**config.mk**
```make
export PLATFORM = sky130hd
export DESIGN_NAME = bclk_frame_gen_flat
export DESIGN_NICKNAME = d
export VERILOG_FILES = /design/src/rtl/bclk_frame_gen_if.sv /design/src/rtl/bclk_frame_gen.sv /design/src/flat_wrapper.sv
export SDC_FILE = /design/constraint.sdc
export NUM_CORES = 1
export LEC_CHECK = 0
export ABC_AREA = 1
export CAP_MARGIN = 10
export CORE_UTILIZATION = 64
export DETAILED_ROUTE_END_ITERATION = 10
export PLACE_DENSITY = 0.95
export SLEW_MARGIN = 20
export SYNTH_ARGS = -nofsm -noshare
export SYNTH_HDL_FRONTEND = slang
export SYNTH_SLANG_ARGS = --single-unit
```
**constraint.sdc**
```tcl
create_clock -name clk_in -period 4.6 [get_ports clk_in]
set_input_delay 0.69 -clock clk_in [delete_from_list [all_inputs] [get_ports clk_in]]
set_output_delay 0.69 -clock clk_in [all_outputs]
set_load 0.005 [all_outputs]
```
**src/rtl/bclk_frame_gen_if.sv**
```systemverilog
// rtl/bclk_frame_gen_if.sv - format write port and clock/status outputs of bclk_frame_gen
interface bclk_frame_gen_if;
    logic       run;
    logic [7:0] data;
    logic       data_en;
    logic       bclk;
    logic       lrck;
    logic       bclk_fall;
    logic       frame_start;
    logic       cfg_pending;
    logic       cfg_err;
    logic       mute;
    logic [7:0] cur_cfg;

    modport master (
        output run, data, data_en,
        input  bclk, lrck, bclk_fall, frame_start, cfg_pending, cfg_err, mute, cur_cfg
    );

    modport slave (
        input  run, data, data_en,
        output bclk, lrck, bclk_fall, frame_start, cfg_pending, cfg_err, mute, cur_cfg
    );
endinterface

```
**src/rtl/bclk_frame_gen.sv**
```systemverilog
// rtl/bclk_frame_gen.sv - counter-based BCLK/LRCK frame generator from MCLK; `DSD_EN adds DSD formats
module bclk_frame_gen #(
    parameter int MCLK_RATIO  = 512,
    parameter int MUTE_FRAMES = 4,
    parameter int CNT_W       = 9
) (
    input  logic            clk_in,
    input  logic            rst,
    bclk_frame_gen_if.slave io
);
    localparam int MC_W = (MUTE_FRAMES > 1) ? $clog2(MUTE_FRAMES) : 1;

    typedef enum logic {ST_IDLE, ST_RUN} state_t;

    typedef struct packed {
        logic [7:0]       code;
        logic             dsd;
        logic [CNT_W-1:0] half;
        logic [CNT_W-1:0] lr_m1;
        logic [CNT_W-1:0] bits_m1;
    } fmt_t;

    // Zero means "not representable": non-integer ratio, below one cycle, or counter overflow.
    function automatic logic [CNT_W-1:0] div_exact(input int num, input int den);
        if (den <= 0 || (num % den) != 0 || (num / den) < 1 || (num / den) >= (1 << CNT_W))
            return '0;
        return CNT_W'(num / den);
    endfunction

    function automatic logic [CNT_W-1:0] pcm_half(input int wc, input int rc);
        int w4;
        if (wc == 3)
            return '0;
        w4 = (wc == 0) ? 64 : (wc == 1) ? 96 : 128;
        case (rc)
            0:       return div_exact(MCLK_RATIO, w4);
            1:       return div_exact(MCLK_RATIO, 2 * w4);
            2:       return div_exact(MCLK_RATIO, 4 * w4);
            default: return div_exact(3 * MCLK_RATIO, 8 * w4);
        endcase
    endfunction

    localparam fmt_t RST_FMT = '{code: 8'h00, dsd: 1'b0, half: div_exact(MCLK_RATIO, 64),
                                 lr_m1: CNT_W'(15), bits_m1: CNT_W'(31)};

`ifdef DSD_EN
    localparam logic [CNT_W-1:0] DSD_HALF0 = div_exact(MCLK_RATIO, 128);
    localparam logic [CNT_W-1:0] DSD_HALF1 = div_exact(MCLK_RATIO, 256);
    localparam logic [CNT_W-1:0] DSD_HALF2 = div_exact(MCLK_RATIO, 512);
`endif

    logic [CNT_W-1:0] half_tab [16];
    for (genvar g = 0; g < 16; g++) begin : g_half
        assign half_tab[g] = pcm_half(g / 4, g % 4);
    end

    state_t           state, nxt_state;
    fmt_t             cur, nxt_cur, sh, nxt_sh, wr_fmt;
    logic             wr_ok, wr_accept, div_tc;
    logic [CNT_W-1:0] div_cnt, nxt_div, bit_cnt, nxt_bit;
    logic             bclk, nxt_bclk, lrck, nxt_lrck;
    logic             bclk_fall, nxt_bclk_fall, frame_start, nxt_frame_start;
    logic             pending, nxt_pending, err, nxt_err, mute, nxt_mute;
    logic [MC_W-1:0]  mute_cnt, nxt_mute_cnt;

    always_comb begin
        wr_fmt      = '0;
        wr_fmt.code = io.data;
        wr_ok       = 1'b0;
        if (io.data[7]) begin
`ifdef DSD_EN
            wr_fmt.dsd     = 1'b1;
            wr_fmt.lr_m1   = '1;
            wr_fmt.bits_m1 = CNT_W'(31);
            case (io.data[2:0])
                3'b000:  wr_fmt.half = DSD_HALF0;
                3'b001:  wr_fmt.half = DSD_HALF1;
                3'b010:  wr_fmt.half = DSD_HALF2;
                default: wr_fmt.half = '0;
            endcase
            wr_ok = (io.data[6:3] == 4'b0000) && (wr_fmt.half != '0);
`endif
        end else begin
            wr_fmt.half = io.data[2] ? '0 : half_tab[{io.data[6:5], io.data[1:0]}];
            case (io.data[6:5])
                2'b00: begin
                    wr_fmt.lr_m1   = CNT_W'(15);
                    wr_fmt.bits_m1 = CNT_W'(31);
                end
                2'b01: begin
                    wr_fmt.lr_m1   = CNT_W'(23);
                    wr_fmt.bits_m1 = CNT_W'(47);
                end
                default: begin
                    wr_fmt.lr_m1   = CNT_W'(31);
                    wr_fmt.bits_m1 = CNT_W'(63);
                end
            endcase
            wr_ok = (io.data[4:3] == 2'b00) && (wr_fmt.half != '0);
        end
    end

    always_comb begin
        nxt_state       = state;
        nxt_cur         = cur;
        nxt_sh          = sh;
        nxt_div         = div_cnt;
        nxt_bit         = bit_cnt;
        nxt_bclk        = bclk;
        nxt_lrck        = lrck;
        nxt_bclk_fall   = 1'b0;
        nxt_frame_start = 1'b0;
        nxt_pending     = pending;
        nxt_err         = err;
        nxt_mute        = mute;
        nxt_mute_cnt    = mute_cnt;
        wr_accept       = io.data_en && wr_ok;
        div_tc          = (div_cnt == cur.half - 1'b1);
        if (io.data_en)
            nxt_err = !wr_ok;

        case (state)
            ST_IDLE: begin
                nxt_mute     = 1'b1;
                nxt_mute_cnt = '0;
                if (wr_accept) begin
                    nxt_cur     = wr_fmt;
                    nxt_pending = 1'b0;
                end else if (pending) begin
                    nxt_cur     = sh;
                    nxt_pending = 1'b0;
                end
                if (io.run) begin
                    nxt_state       = ST_RUN;
                    nxt_frame_start = 1'b1;
                    nxt_div         = '0;
                    nxt_bit         = '0;
                    nxt_bclk        = 1'b0;
                    nxt_lrck        = 1'b0;
                end
            end
            default: begin
                if (wr_accept) begin
                    nxt_sh      = wr_fmt;
                    nxt_pending = 1'b1;
                end
                if (div_tc) begin
                    nxt_div  = '0;
                    nxt_bclk = !bclk;
                    if (bclk) begin
                        nxt_bclk_fall = 1'b1;
                        if (bit_cnt == cur.bits_m1) begin
                            // Frame boundary: stop wins over apply; a coincident write stays pending.
                            nxt_bit  = '0;
                            nxt_lrck = 1'b0;
                            if (!io.run) begin
                                nxt_state    = ST_IDLE;
                                nxt_mute     = 1'b1;
                                nxt_mute_cnt = '0;
                            end else begin
                                nxt_frame_start = 1'b1;
                                if (pending) begin
                                    nxt_cur      = sh;
                                    nxt_mute     = 1'b1;
                                    nxt_mute_cnt = '0;
                                    if (!wr_accept)
                                        nxt_pending = 1'b0;
                                end else if (mute) begin
                                    if (mute_cnt == MC_W'(MUTE_FRAMES - 1))
                                        nxt_mute = 1'b0;
                                    else
                                        nxt_mute_cnt = mute_cnt + 1'b1;
                                end
                            end
                        end else begin
                            nxt_bit = bit_cnt + 1'b1;
                            if (bit_cnt == cur.lr_m1 && !cur.dsd)
                                nxt_lrck = 1'b1;
                        end
                    end
                end else begin
                    nxt_div = div_cnt + 1'b1;
                end
            end
        endcase
    end

    always_ff @(posedge clk_in) begin
        if (!rst) begin
            state       <= ST_IDLE;
            cur         <= RST_FMT;
            sh          <= RST_FMT;
            div_cnt     <= '0;
            bit_cnt     <= '0;
            bclk        <= 1'b0;
            lrck        <= 1'b0;
            bclk_fall   <= 1'b0;
            frame_start <= 1'b0;
            pending     <= 1'b0;
            err         <= 1'b0;
            mute        <= 1'b1;
            mute_cnt    <= '0;
        end else begin
            state       <= nxt_state;
            cur         <= nxt_cur;
            sh          <= nxt_sh;
            div_cnt     <= nxt_div;
            bit_cnt     <= nxt_bit;
            bclk        <= nxt_bclk;
            lrck        <= nxt_lrck;
            bclk_fall   <= nxt_bclk_fall;
            frame_start <= nxt_frame_start;
            pending     <= nxt_pending;
            err         <= nxt_err;
            mute        <= nxt_mute;
            mute_cnt    <= nxt_mute_cnt;
        end
    end

    assign io.bclk        = bclk;
    assign io.lrck        = lrck;
    assign io.bclk_fall   = bclk_fall;
    assign io.frame_start = frame_start;
    assign io.cfg_pending = pending;
    assign io.cfg_err     = err;
    assign io.mute        = mute;
    assign io.cur_cfg     = cur.code;
endmodule

```
**src/flat_wrapper.sv**
```systemverilog
// flat-port wrapper written by rule: the top's interface ports become plain ports
module bclk_frame_gen_flat 
#(
    parameter int MCLK_RATIO  = 512,
    parameter int MUTE_FRAMES = 4,
    parameter int CNT_W       = 9
)
  (clk_in, rst, io_run, io_data, io_data_en, io_bclk, io_lrck, io_bclk_fall, io_frame_start, io_cfg_pending, io_cfg_err, io_mute, io_cur_cfg);
  bclk_frame_gen_if io_i ();
  input  logic clk_in;
  input  logic rst;
  input wire logic [$bits(io_i.run)-1:0] io_run;
  input wire logic [$bits(io_i.data)-1:0] io_data;
  input wire logic [$bits(io_i.data_en)-1:0] io_data_en;
  output wire logic [$bits(io_i.bclk)-1:0] io_bclk;
  output wire logic [$bits(io_i.lrck)-1:0] io_lrck;
  output wire logic [$bits(io_i.bclk_fall)-1:0] io_bclk_fall;
  output wire logic [$bits(io_i.frame_start)-1:0] io_frame_start;
  output wire logic [$bits(io_i.cfg_pending)-1:0] io_cfg_pending;
  output wire logic [$bits(io_i.cfg_err)-1:0] io_cfg_err;
  output wire logic [$bits(io_i.mute)-1:0] io_mute;
  output wire logic [$bits(io_i.cur_cfg)-1:0] io_cur_cfg;
  assign io_i.run = io_run;
  assign io_i.data = io_data;
  assign io_i.data_en = io_data_en;
  assign io_bclk = io_i.bclk;
  assign io_lrck = io_i.lrck;
  assign io_bclk_fall = io_i.bclk_fall;
  assign io_frame_start = io_i.frame_start;
  assign io_cfg_pending = io_i.cfg_pending;
  assign io_cfg_err = io_i.cfg_err;
  assign io_mute = io_i.mute;
  assign io_cur_cfg = io_i.cur_cfg;
  bclk_frame_gen #(.MCLK_RATIO(MCLK_RATIO), .MUTE_FRAMES(MUTE_FRAMES), .CNT_W(CNT_W)) u_core (.clk_in(clk_in), .rst(rst), .io(io_i));
endmodule
```
## Yosys cells after proc, flatten, opt, wreduce, memory -nomap -nowiden

Memory sizes are Yosys's and may differ from the RTL's.
Index checks and enable logic that the tools add are counted.

- Add/sub/neg operators: 4
- $lt $le $gt $ge: 1
- Eq/ne operators: 12
- Muxes and demuxes: 53
- Bitwise gates (word level): 1
- Reductions and logical operators: 19

Operators with widths:

| kind | count |
|---|---|
| 36-bit two-way mux | 7 |
| 9-bit two-way mux | 10 |
| 1-bit two-way mux | 30 |
| 14-bit one-hot mux with 2 select lines | 1 |
| 9-bit equality test | 3 |
| 27-bit two-way mux | 1 |
| 9-bit by 1-bit adder with 9-bit output, second input constant | 2 |
| 3-bit AND reduction | 3 |
| 9-bit nonzero test | 1 |
| 9-bit by 1-bit subtractor with 9-bit output, second input constant | 1 |
| 2-bit two-way mux | 4 |
| 2-bit inequality test, second input constant | 4 |
| 4-bit AND reduction | 2 |
| 2-bit AND reduction | 3 |
| 5-bit greater-or-equal comparator, second input constant | 1 |
| 4-bit NOT with 5-bit output | 1 |
| 5-bit AND reduction | 1 |
| 2-bit logical NOT | 2 |
| 1-bit logical AND | 3 |
| 1-bit logical NOT | 3 |
| 3-bit by 1-bit inequality test with 1-bit output, second input constant | 1 |
| 3-bit by 2-bit inequality test with 1-bit output, second input constant | 1 |
| 3-bit inequality test, second input constant | 1 |
| 2-bit by 1-bit adder with 2-bit output, second input constant | 1 |
| 3 further kinds | 3 |

- Register bits after elaboration: 99
- Memory bits (read-only): 144
- Logic and storage cells: 111
- Memories: 1

Memories:

| name | depth | bits a word | read ports | clocked after memory_dff | write ports | line | source |
|---|---|---|---|---|---|---|---|
| (name not given) | 16 | 9 | 1 | 0 | 0 | bclk_frame_gen.sv:84 | `wr_fmt.half = io.data[2] ? '0 : half_tab[{io.data[6:5], io.data[1:0]}];` |

## Longest topological paths before layout

Gate-level depths: netlist (run 1).

- Depth in word-level cells: 16
- Depth in mapped cells: 16
- Mapped depth without buffers: 16

## Worst setup path before layout (run 1)

No wires, ideal clock.

- Path kind: register -> register
- Start: register u_core.cur[18] in the netlist's numbering
- End: register u_core.cur[22] in the netlist's numbering
- Setup time: 128 ps
- Data arrival time: 1861 ps
- Required time: 4472 ps
- Setup slack: 2611 ps
- Stages on the path, launching flop included: 16
- Path buffers: 1
- Period minus slack after synthesis: 1989 ps
- Path through: dfxtp_1 -> inv_1 -> ha_1 -> nand2_1 -> inv_1 -> nor2_1 -> nand2_1 -> nor2_1 -> nand3_1 -> nor2_4 -> nand4_4 -> nand2_4 -> nand2_2 -> buf_6 -> nand2_1 -> nor2_1

- Longest elaborated chain between the ends: 4

RTL lines:

| item | line | source |
|---|---|---|
| from (decl) | bclk_frame_gen.sv:58 | `fmt_t cur, nxt_cur, sh, nxt_sh, wr_fmt;` |
| from (signal assigned) | bclk_frame_gen.sv:205 | `cur <= nxt_cur;` |
| 9-bit by 1-bit subtractor with 9-bit output | bclk_frame_gen.sv:118 | `div_tc = (div_cnt == cur.half - 1'b1);` |
| 9-bit equality test | bclk_frame_gen.sv:118 |  |
| 2-bit inequality test (no line) | n/a |  |
| 4-bit AND reduction (no line) | n/a |  |

No other way between the ends.
A chain may end at the register's enable or synchronous reset.

## Worst setup path in the final report (run 1)

- Start: register u_core.cur[18] in the netlist's numbering
- End: register u_core.cur[23] in the netlist's numbering

Same word-level chain as after synthesis.

==> impl_metrics.xml, run 1 <==
<?xml version="1.0" encoding="UTF-8"?>
<metrics>
  <group name="clock_network">
    <metric name="ctsResizeCount" unit="">0</metric>
    <metric name="clk_transition_reported_paths" unit="ns">0.08</metric>
    <metric name="cts_inserted_buffers" unit="">9</metric>
    <metric name="cts_sinks" unit="">79</metric>
    <metric name="clock_path_buffers" unit="">2</metric>
    <metric name="cts-htree-levels" unit="">3</metric>
    <metric name="clk_root_buffer_cell" unit="">sky130_fd_sc_hd__clkbuf_8</metric>
    <metric name="insertion_delay" unit="ns">0.35</metric>
    <metric name="tritoncts" unit="">built</metric>
    <metric name="cts_setup_buffers" unit="">0</metric>
    <metric name="cts_hold_buffers_added" unit="">0</metric>
  </group>
  <group name="layout">
    <metric name="layout.nets" unit="">688</metric>
    <metric name="post_route_cells_drive_above_1_share" unit="%">5.473</metric>
    <metric name="area.growth.synth_to_final" unit="%">8.642</metric>
    <metric name="antennaDiodeCount" unit="">0</metric>
  </group>
  <group name="drt">
    <metric name="via_per_inst" unit="">5.663</metric>
    <metric name="drt-initial-drc-count" unit="">391</metric>
    <metric name="num_vias" unit="">4264</metric>
    <metric name="post_drt_wl_per_cell" unit="um">13.38</metric>
    <metric name="drt_pre_antenna_iters" unit="">8</metric>
    <metric name="drc" unit="">2</metric>
    <metric name="drt_wl_total" unit="um">10080</metric>
    <metric name="drt.antenna.violating_nets" unit="">0</metric>
  </group>
  <group name="critical_path">
    <metric name="worst_path_largest_cell_delay" unit="ns">0.40</metric>
    <metric name="critPathMaxFanout" unit="">31</metric>
    <metric name="r2r.worst_path.cells" unit="">14</metric>
    <metric name="r2r_start" unit="">u_core.cur[18]</metric>
    <metric name="reg2reg_slack" unit="ns">1.78</metric>
    <metric name="critPathArrivalTime" unit="ns">3.06</metric>
    <metric name="startpoint_type_of_the_worst_setup_path" unit="">flip-flop</metric>
    <metric name="cp.required" unit="ns">4.83</metric>
    <metric name="critPathKind" unit="">reg -&gt; reg</metric>
    <metric name="r2r_end" unit="">u_core.cur[23]</metric>
    <metric name="crit_start" unit="">u_core.cur[18]</metric>
    <metric name="worst_path_max_delay_cell" unit="">sky130_fd_sc_hd__nand2_4</metric>
    <metric name="timing.critical_path.cells" unit="">inv_1 &gt; ha_1 &gt; nand2_1 &gt; inv_1 &gt; nor2_1 &gt; nand2_1 &gt; nor2_1 &gt; nand3_1 &gt; nor2_4 &gt; nand4_4 &gt; nand2_4 &gt; nand2_2 &gt; nand2_1 &gt; nor2_1</metric>
    <metric name="worstSetupEndpoint" unit="">u_core.cur[23]</metric>
    <metric name="crit_path_end_kind" unit="">flip-flop</metric>
  </group>
  <group name="grt">
    <metric name="grt_first_pass_wirelength" unit="um">17800</metric>
    <metric name="grt_busiest_layer" unit="">met2</metric>
    <metric name="pin_count_of_the_biggest_net_entering_global_routing" unit="">35</metric>
    <metric name="initial_antenna_violation_count" unit="">0</metric>
    <metric name="grt.total_usage" unit="%">30.44</metric>
    <metric name="grt.met3_usage" unit="%">6.981</metric>
    <metric name="first_global_vias" unit="">4218</metric>
    <metric name="overflow" unit="">0</metric>
    <metric name="globalRouteMet1Util" unit="%">35.48</metric>
    <metric name="global_route.usage.met2" unit="%">54.55</metric>
  </group>
  <group name="synthesis">
    <metric name="synth_cell_type_count" unit="">35</metric>
    <metric name="synthesis.area" unit="um^2">4358</metric>
    <metric name="yosys_register_bits" unit="">79</metric>
    <metric name="yosys_warnings" unit="">0</metric>
    <metric name="synthesis.instances" unit="">669</metric>
    <metric name="edff_count_synth" unit="">0</metric>
    <metric name="synth_top_flop_cell" unit="">sky130_fd_sc_hd__dfxtp_1</metric>
    <metric name="postSynthNetCount" unit="">685</metric>
    <metric name="synthesis.area_per_instance" unit="um^2">6.514</metric>
    <metric name="synth-async-reset-ratio" unit="%">0</metric>
    <metric name="ys_seq_area_share" unit="%">36.29</metric>
  </group>
  <group name="sta">
    <metric name="final-max-slew-violation-count" unit="">0</metric>
    <metric name="final.period_utilization" unit="%">61.38</metric>
    <metric name="slew_headroom" unit="%">34.21</metric>
    <metric name="setup_tns" unit="ns">0</metric>
    <metric name="fmax" unit="GHz">0.3542</metric>
    <metric name="setup_repair_after_global_routing_missed_its_margin" unit="">no</metric>
    <metric name="hold_viol" unit="">0</metric>
    <metric name="final.min_clock_period" unit="ns">2.823</metric>
    <metric name="worst_slew_pin_slew" unit="ns">0.9855</metric>
    <metric name="post-route-worst-setup-slack" unit="ns">1.777</metric>
    <metric name="final.setup_skew" unit="ns">0.008338</metric>
    <metric name="timing.final.setup_violations" unit="">0</metric>
  </group>
  <group name="power">
    <metric name="total_leakage_power" unit="nW">2.022</metric>
    <metric name="seq_power_share" unit="%">48.6</metric>
    <metric name="finalPower" unit="mW">1.496</metric>
    <metric name="switchingPower" unit="mW">0.3954</metric>
    <metric name="clock_power_share" unit="%">37.4</metric>
    <metric name="power.ir.vdd_worst" unit="mV">0.2618</metric>
    <metric name="power-per-cell-area" unit="nW/um^2">315.9</metric>
    <metric name="power.switching_fraction" unit="%">26.44</metric>
    <metric name="comb_power_share" unit="%">14.0</metric>
    <metric name="internal_power" unit="mW">1.100</metric>
  </group>
  <group name="floorplanning">
    <metric name="die_height" unit="um">84.52</metric>
    <metric name="initial_utilization" unit="%">67.47</metric>
    <metric name="die_x" unit="um">84.52</metric>
    <metric name="core" unit="um^2">6459</metric>
    <metric name="io_count" unit="">27</metric>
    <metric name="design.die.area" unit="um^2">7144</metric>
    <metric name="row_count" unit="">29</metric>
  </group>
  <group name="place">
    <metric name="gp_routability_congestion" unit="">0.9611</metric>
    <metric name="portBuffers" unit="">26</metric>
    <metric name="dpl_worst_slack" unit="ns">1.567</metric>
    <metric name="estimated_wirelength_of_the_detail_placed_design" unit="um">6952</metric>
  </group>
  <group name="flow_run">
    <metric name="drv.max_cap_violation_count" unit="">0</metric>
  </group>
  <group name="run_status">
    <metric name="outcome" unit="">complete, but fails checks</metric>
    <metric name="violations_in_the_final_reports" unit="">DRC</metric>
  </group>
  <group name="min_path">
    <metric name="type_of_the_tightest_min_delay_check" unit="">reg -&gt; reg</metric>
  </group>
</metrics>
[power by group through the flow]
stage	combinational, mW	sequential, mW	clock (mW)
2_1_floorplan	0.160	0.737	0
3_3_place_gp	0.196	0.742	0
3_5_place_dp	0.205	0.743	0
4_1_cts	0.208	0.727	0.563
5_1_grt	0.236	0.730	0.595
6_report	0.210	0.727	0.559
[cells by family (layout without fill, tap and decap cells)]
kind of cell               after synthesis  in the layout  share of synthesized area (%)
adders and majority gates                4              4                          1.148
and+or+nand+nor                        364            364                          36.09
AOI/OAI and AO/OA                       89             89                          10.77
xor gates and xnor gates                22             22                          4.422
buffers and inverters                  111            118                          11.28
DFF                                     79             79                          36.29
[layer usage]
metal	up-vias	part of all wire [%]
li1	2114	-
met3	21	6.2
met5	-	0
met4	0	1.5
met1	1986	42
met2	143	50
[worst min path at each step]
stage	start	to	slack (ns)	cells past startpoint
after global routing	u_core.sh[35]	u_core.sh[35]	0.46	2
after floorplan	u_core.sh[35]	u_core.sh[35]	0.41	2
after detailed placement	u_core.cur[27]	u_core.cur[27]	0.43	2
after CTS	u_core.cur[27]	u_core.cur[27]	0.44	2
after global placement	u_core.sh[35]	u_core.sh[35]	0.42	2
final	u_core.sh[35]	u_core.sh[35]	0.44	2
[registers in the layout (all words and copies together) (netlist names), 2 cells and up]
| name | flops |
|---|---|
| u_core.mute_cnt | 2 |
| u_core.io.cur_cfg | 8 |
| u_core.bit_cnt | 9 |
| u_core.cur | 28 |
| u_core.div_cnt | 9 |
| u_core.sh | 15 |
[metrics by stage]
stage	std cells	utilization [%]	cell area, um^2	hold slack (ns)
after global placement	738	70.03	4523	0.4179
after floorplan	669	-	4358	0.4086
final	753	73.30	4735	0.4378
after global routing	753	73.30	4735	0.4551
after CTS	753	73.30	4735	0.4448
after detailed placement	738	70.03	4523	0.4326
[area by class of cell]
class                   instances  area (um^2)
clock buffers                  11        141.4
clock inverters                 4        70.07
fillers                       509         1724
inverters                      74        277.8
multi-input cells             479         2285
flip-flops and latches         79         1582
well taps                      77        96.34
repair buffers                 29        282.8
[critical path: cells and delay by family (launching register included)]
family,cells,cell delay [ns]
adders and majority gates,1,0.32
buffers and inverters,2,0.15
DFF,1,0.38
and+or+nand+nor,11,1.82
[placed cells by master (no fill, tap or decap), drive strengths merged, types with 7 or more instances in the layout]
cell	netlist	routed
o21ai	41	41
xnor2	14	14
nand3	69	69
a21oi	38	38
nor3	7	7
nand2	188	188
nor2	85	85
xor2	8	8
clkbuf	12	11
inv	73	73
clkdlybuf4s50	0	26
dfxtp	79	79
[synth_stat cells (2+ instances only)]
library cell	count	area (um^2)
sky130_fd_sc_hd__nand2_1	183	686.9
sky130_fd_sc_hd__dfxtp_1	79	1582
sky130_fd_sc_hd__nor2_1	79	296.5
sky130_fd_sc_hd__inv_1	72	270.3
sky130_fd_sc_hd__nand3_1	67	335.3
sky130_fd_sc_hd__o21ai_0	40	200.2
sky130_fd_sc_hd__a21oi_1	38	190.2
sky130_fd_sc_hd__xnor2_1	14	122.6
sky130_fd_sc_hd__clkbuf_1	12	45.04
sky130_fd_sc_hd__buf_2	9	45.04
sky130_fd_sc_hd__buf_4	9	67.56
sky130_fd_sc_hd__xor2_1	8	70.07
sky130_fd_sc_hd__nor3_1	7	35.03
sky130_fd_sc_hd__nor2_2	5	31.28
sky130_fd_sc_hd__o211ai_1	5	37.54
sky130_fd_sc_hd__buf_6	4	45.04
sky130_fd_sc_hd__ha_1	4	50.05
sky130_fd_sc_hd__nand2_2	4	25.02
sky130_fd_sc_hd__nand3b_1	4	30.03
sky130_fd_sc_hd__nand4_1	4	25.02
sky130_fd_sc_hd__or2_2	4	25.02
sky130_fd_sc_hd__buf_1	3	11.26
sky130_fd_sc_hd__nand3_2	2	20.02
sky130_fd_sc_hd__o22ai_1	2	12.51
Note: power is estimated with default switching activity, not from simulation.
==> run 2, diff against run 1 <==
CORE_UTILIZATION = 60   (was 64)
PLACE_DENSITY = 0.92   (was 0.95)
clock period = 2.9 ns   (was 4.6 ns; I/O delays follow)
==> run 2 against run 1 <==
  * The run now ends clean
  * Utilization decreased by 3.6 points
  * Combinational power increased by 59%
  * Register-to-register slack got worse by 1.4 ns
  * Design area increased by 1.6%
  * Global-route usage decreased by 1.5 points
  * Critical path type unchanged
==> impl_metrics.xml, run 2 (same netlist as run 1, synthesis figures left out) <==
<?xml version="1.0" encoding="UTF-8"?>
<metrics>
  <group name="place">
    <metric name="place_area" unit="um^2">4599</metric>
    <metric name="post-place-cells" unit="">764</metric>
    <metric name="gp_routability_congestion" unit="">0.9343</metric>
    <metric name="dpl_worst_slack" unit="ns">0.3562</metric>
    <metric name="estimated_wirelength_of_the_detail_placed_design" unit="um">7204</metric>
    <metric name="portBuffers" unit="">26</metric>
  </group>
  <group name="layout">
    <metric name="layout.cells.non_filler" unit="">779</metric>
    <metric name="layout.cells.most_common" unit="">sky130_fd_sc_hd__nand2_1</metric>
    <metric name="antennaDiodeCount" unit="">0</metric>
    <metric name="final_core_util" unit="%">69.66</metric>
    <metric name="layout_common_cells" unit="">sky130_fd_sc_hd__nand2_1 (183), sky130_fd_sc_hd__nor2_1 (79), sky130_fd_sc_hd__dfxtp_1 (79)</metric>
    <metric name="largest_register" unit="">u_core.cur</metric>
    <metric name="fin_area" unit="um^2">4811</metric>
    <metric name="largest_register_ff_count" unit="">28</metric>
    <metric name="biggestRegsByFlops" unit="">u_core.cur (28), u_core.sh (15)</metric>
    <metric name="post_route_cells_drive_above_1_share" unit="%">6.442</metric>
    <metric name="layout.nets" unit="">695</metric>
    <metric name="area.growth.synth_to_final" unit="%">10.39</metric>
  </group>
  <group name="power">
    <metric name="finalPower" unit="mW">2.388</metric>
    <metric name="power-per-cell-area" unit="nW/um^2">496.5</metric>
    <metric name="seq_power_share" unit="%">48.5</metric>
    <metric name="switchingPower" unit="mW">0.6395</metric>
    <metric name="power.switching_fraction" unit="%">26.78</metric>
    <metric name="clock_power_share" unit="%">37.5</metric>
    <metric name="comb_power_share" unit="%">14.0</metric>
    <metric name="internal_power" unit="mW">1.749</metric>
    <metric name="total_leakage_power" unit="nW">2.055</metric>
    <metric name="power.ir.vdd_worst" unit="mV">0.4287</metric>
  </group>
  <group name="drt">
    <metric name="post_drt_wl_per_cell" unit="um">13.01</metric>
    <metric name="drt_pre_antenna_iters" unit="">6</metric>
    <metric name="drc" unit="">0</metric>
    <metric name="num_vias" unit="">4257</metric>
    <metric name="drt-initial-drc-count" unit="">308</metric>
    <metric name="drt_wl_total" unit="um">10140</metric>
    <metric name="via_per_inst" unit="">5.465</metric>
    <metric name="drt.antenna.violating_nets" unit="">0</metric>
  </group>
  <group name="sta">
    <metric name="hold-worst-slack" unit="ns">0.4422</metric>
    <metric name="setup_repair_after_global_routing_missed_its_margin" unit="">no</metric>
    <metric name="worst_slew_pin_slew" unit="ns">0.7255</metric>
    <metric name="setup_tns" unit="ns">0</metric>
    <metric name="post-route-worst-setup-slack" unit="ns">0.4107</metric>
    <metric name="final-max-slew-violation-count" unit="">0</metric>
    <metric name="hold_viol" unit="">0</metric>
    <metric name="fmax" unit="GHz">0.4017</metric>
    <metric name="timing.final.setup_violations" unit="">0</metric>
    <metric name="final.setup_skew" unit="ns">0.009650</metric>
    <metric name="final.min_clock_period" unit="ns">2.489</metric>
    <metric name="slew_headroom" unit="%">51.12</metric>
    <metric name="final.period_utilization" unit="%">85.84</metric>
  </group>
  <group name="floorplanning">
    <metric name="die_x" unit="um">87.23</metric>
    <metric name="design.die.area" unit="um^2">7608</metric>
    <metric name="core" unit="um^2">6907</metric>
    <metric name="row_count" unit="">30</metric>
    <metric name="die_height" unit="um">87.23</metric>
    <metric name="initial_utilization" unit="%">63.10</metric>
    <metric name="io_count" unit="">27</metric>
  </group>
  <group name="critical_path">
    <metric name="worst_path_largest_cell_delay" unit="ns">0.37</metric>
    <metric name="critPathKind" unit="">reg -&gt; reg</metric>
    <metric name="critPathMaxFanout" unit="">12</metric>
    <metric name="reg2reg_slack" unit="ns">0.41</metric>
    <metric name="r2r.worst_path.cells" unit="">15</metric>
    <metric name="worstPathBufferInverterCount" unit="">2</metric>
    <metric name="cp.required" unit="ns">3.20</metric>
    <metric name="timing.critical_path.cells" unit="">inv_1 &gt; ha_1 &gt; nand2_1 &gt; inv_1 &gt; nor2_1 &gt; nand2_1 &gt; nor2_1 &gt; nand3_1 &gt; nor2_4 &gt; nand3_1 &gt; nand2_1 &gt; nand2_2 &gt; nand2_1 &gt; nand2_1 &gt; nor2_1</metric>
    <metric name="cpMostUsedCell" unit="">sky130_fd_sc_hd__nand2_1</metric>
    <metric name="startpoint_type_of_the_worst_setup_path" unit="">flip-flop</metric>
    <metric name="critPathArrivalTime" unit="ns">2.79</metric>
    <metric name="r2r_start" unit="">u_core.cur[18]</metric>
    <metric name="r2r_end" unit="">u_core.bit_cnt[0]</metric>
    <metric name="crit_path_end_kind" unit="">flip-flop</metric>
    <metric name="worst_path_max_delay_cell" unit="">sky130_fd_sc_hd__dfxtp_1</metric>
    <metric name="critical-path-top-delay-family" unit="">simple AND/OR/NAND/NOR gates</metric>
  </group>
  <group name="grt">
    <metric name="global_route.usage.met2" unit="%">51.25</metric>
    <metric name="grt.met3_usage" unit="%">6.066</metric>
    <metric name="grt_busiest_layer" unit="">met2</metric>
    <metric name="grt.total_usage" unit="%">28.98</metric>
    <metric name="first_global_vias" unit="">4096</metric>
    <metric name="pin_count_of_the_biggest_net_entering_global_routing" unit="">32</metric>
    <metric name="globalRouteMet1Util" unit="%">33.37</metric>
    <metric name="grt_first_pass_wirelength" unit="um">17350</metric>
    <metric name="overflow" unit="">0</metric>
    <metric name="initial_antenna_violation_count" unit="">0</metric>
  </group>
  <group name="clock_network">
    <metric name="clk_root_buffer_cell" unit="">sky130_fd_sc_hd__clkbuf_8</metric>
    <metric name="clk_transition_reported_paths" unit="ns">0.08</metric>
    <metric name="cts-htree-levels" unit="">3</metric>
    <metric name="cts_setup_buffers" unit="">0</metric>
    <metric name="insertion_delay" unit="ns">0.36</metric>
    <metric name="cts_sinks" unit="">79</metric>
    <metric name="cts_inserted_buffers" unit="">9</metric>
    <metric name="ctsResizeCount" unit="">0</metric>
    <metric name="clock_path_buffers" unit="">2</metric>
    <metric name="tritoncts" unit="">built</metric>
    <metric name="cts_hold_buffers_added" unit="">0</metric>
  </group>
  <group name="min_path">
    <metric name="type_of_the_tightest_min_delay_check" unit="">reg -&gt; reg</metric>
    <metric name="start_point_of_the_worst_min_delay_path" unit="">u_core.cur[27]</metric>
    <metric name="number_of_cells_traversed_by_the_worst_hold_path" unit="">2</metric>
    <metric name="worstHoldEndpoint" unit="">u_core.cur[27]</metric>
  </group>
  <group name="flow_run">
    <metric name="drv.max_cap_violation_count" unit="">0</metric>
  </group>
  <group name="run_status">
    <metric name="outcome" unit="">complete, no violations</metric>
  </group>
</metrics>
[run 2: worst register-to-register path: cells and delay by family, from the launching register on]
kind,cells,cell delay (ns)
AND/OR/NAND/NOR,12,1.57
adder cells (fa/ha/maj),1,0.32
buffers and inverters,2,0.15
flip-flops,1,0.37
[run 2: area by class of cell]
class / count / area, um^2
Timing Repair Buffer: 36 / 335.3
Clock buffer: 11 / 141.4
Multi-Input combinational cell: 479 / 2285
Inverter: 74 / 277.8
Sequential cell: 79 / 1582
Fill cell: 591 / 2096
Tap cell: 96 / 120.1
Clock inverter: 4 / 70.07
[run 2: metal layers]
metal  up-vias  routed length (um)  part of all wire [%]
met5         -                   0                     0
met3        35                 511                   5.0
met1      1968                4330                    43
met2       125                5041                    50
met4         0                 254                   2.5
li1       2129                   -                     -
[run 2: how the worst max path moves through the flow]
stage,endpoint,startpoint,cells after the start
4_1_cts,u_core.bit_cnt[0],u_core.cur[18],15
6_report,u_core.bit_cnt[0],u_core.cur[18],15
3_5_place_dp,u_core.cur[10],io_data[6],8
3_3_place_gp,u_core.cur[10],io_data[6],8
2_1_floorplan,u_core.cur[22],u_core.cur[18],15
5_1_grt,u_core.bit_cnt[0],u_core.cur[18],15
[run 2: power groups by stage]
stage,Combinational [mW],Sequential (mW),Clock (mW)
2_1_floorplan,0.254,1.17,0
3_3_place_gp,0.313,1.18,0
3_5_place_dp,0.327,1.18,0
4_1_cts,0.331,1.16,0.901
5_1_grt,0.374,1.16,0.949
6_report,0.334,1.16,0.897
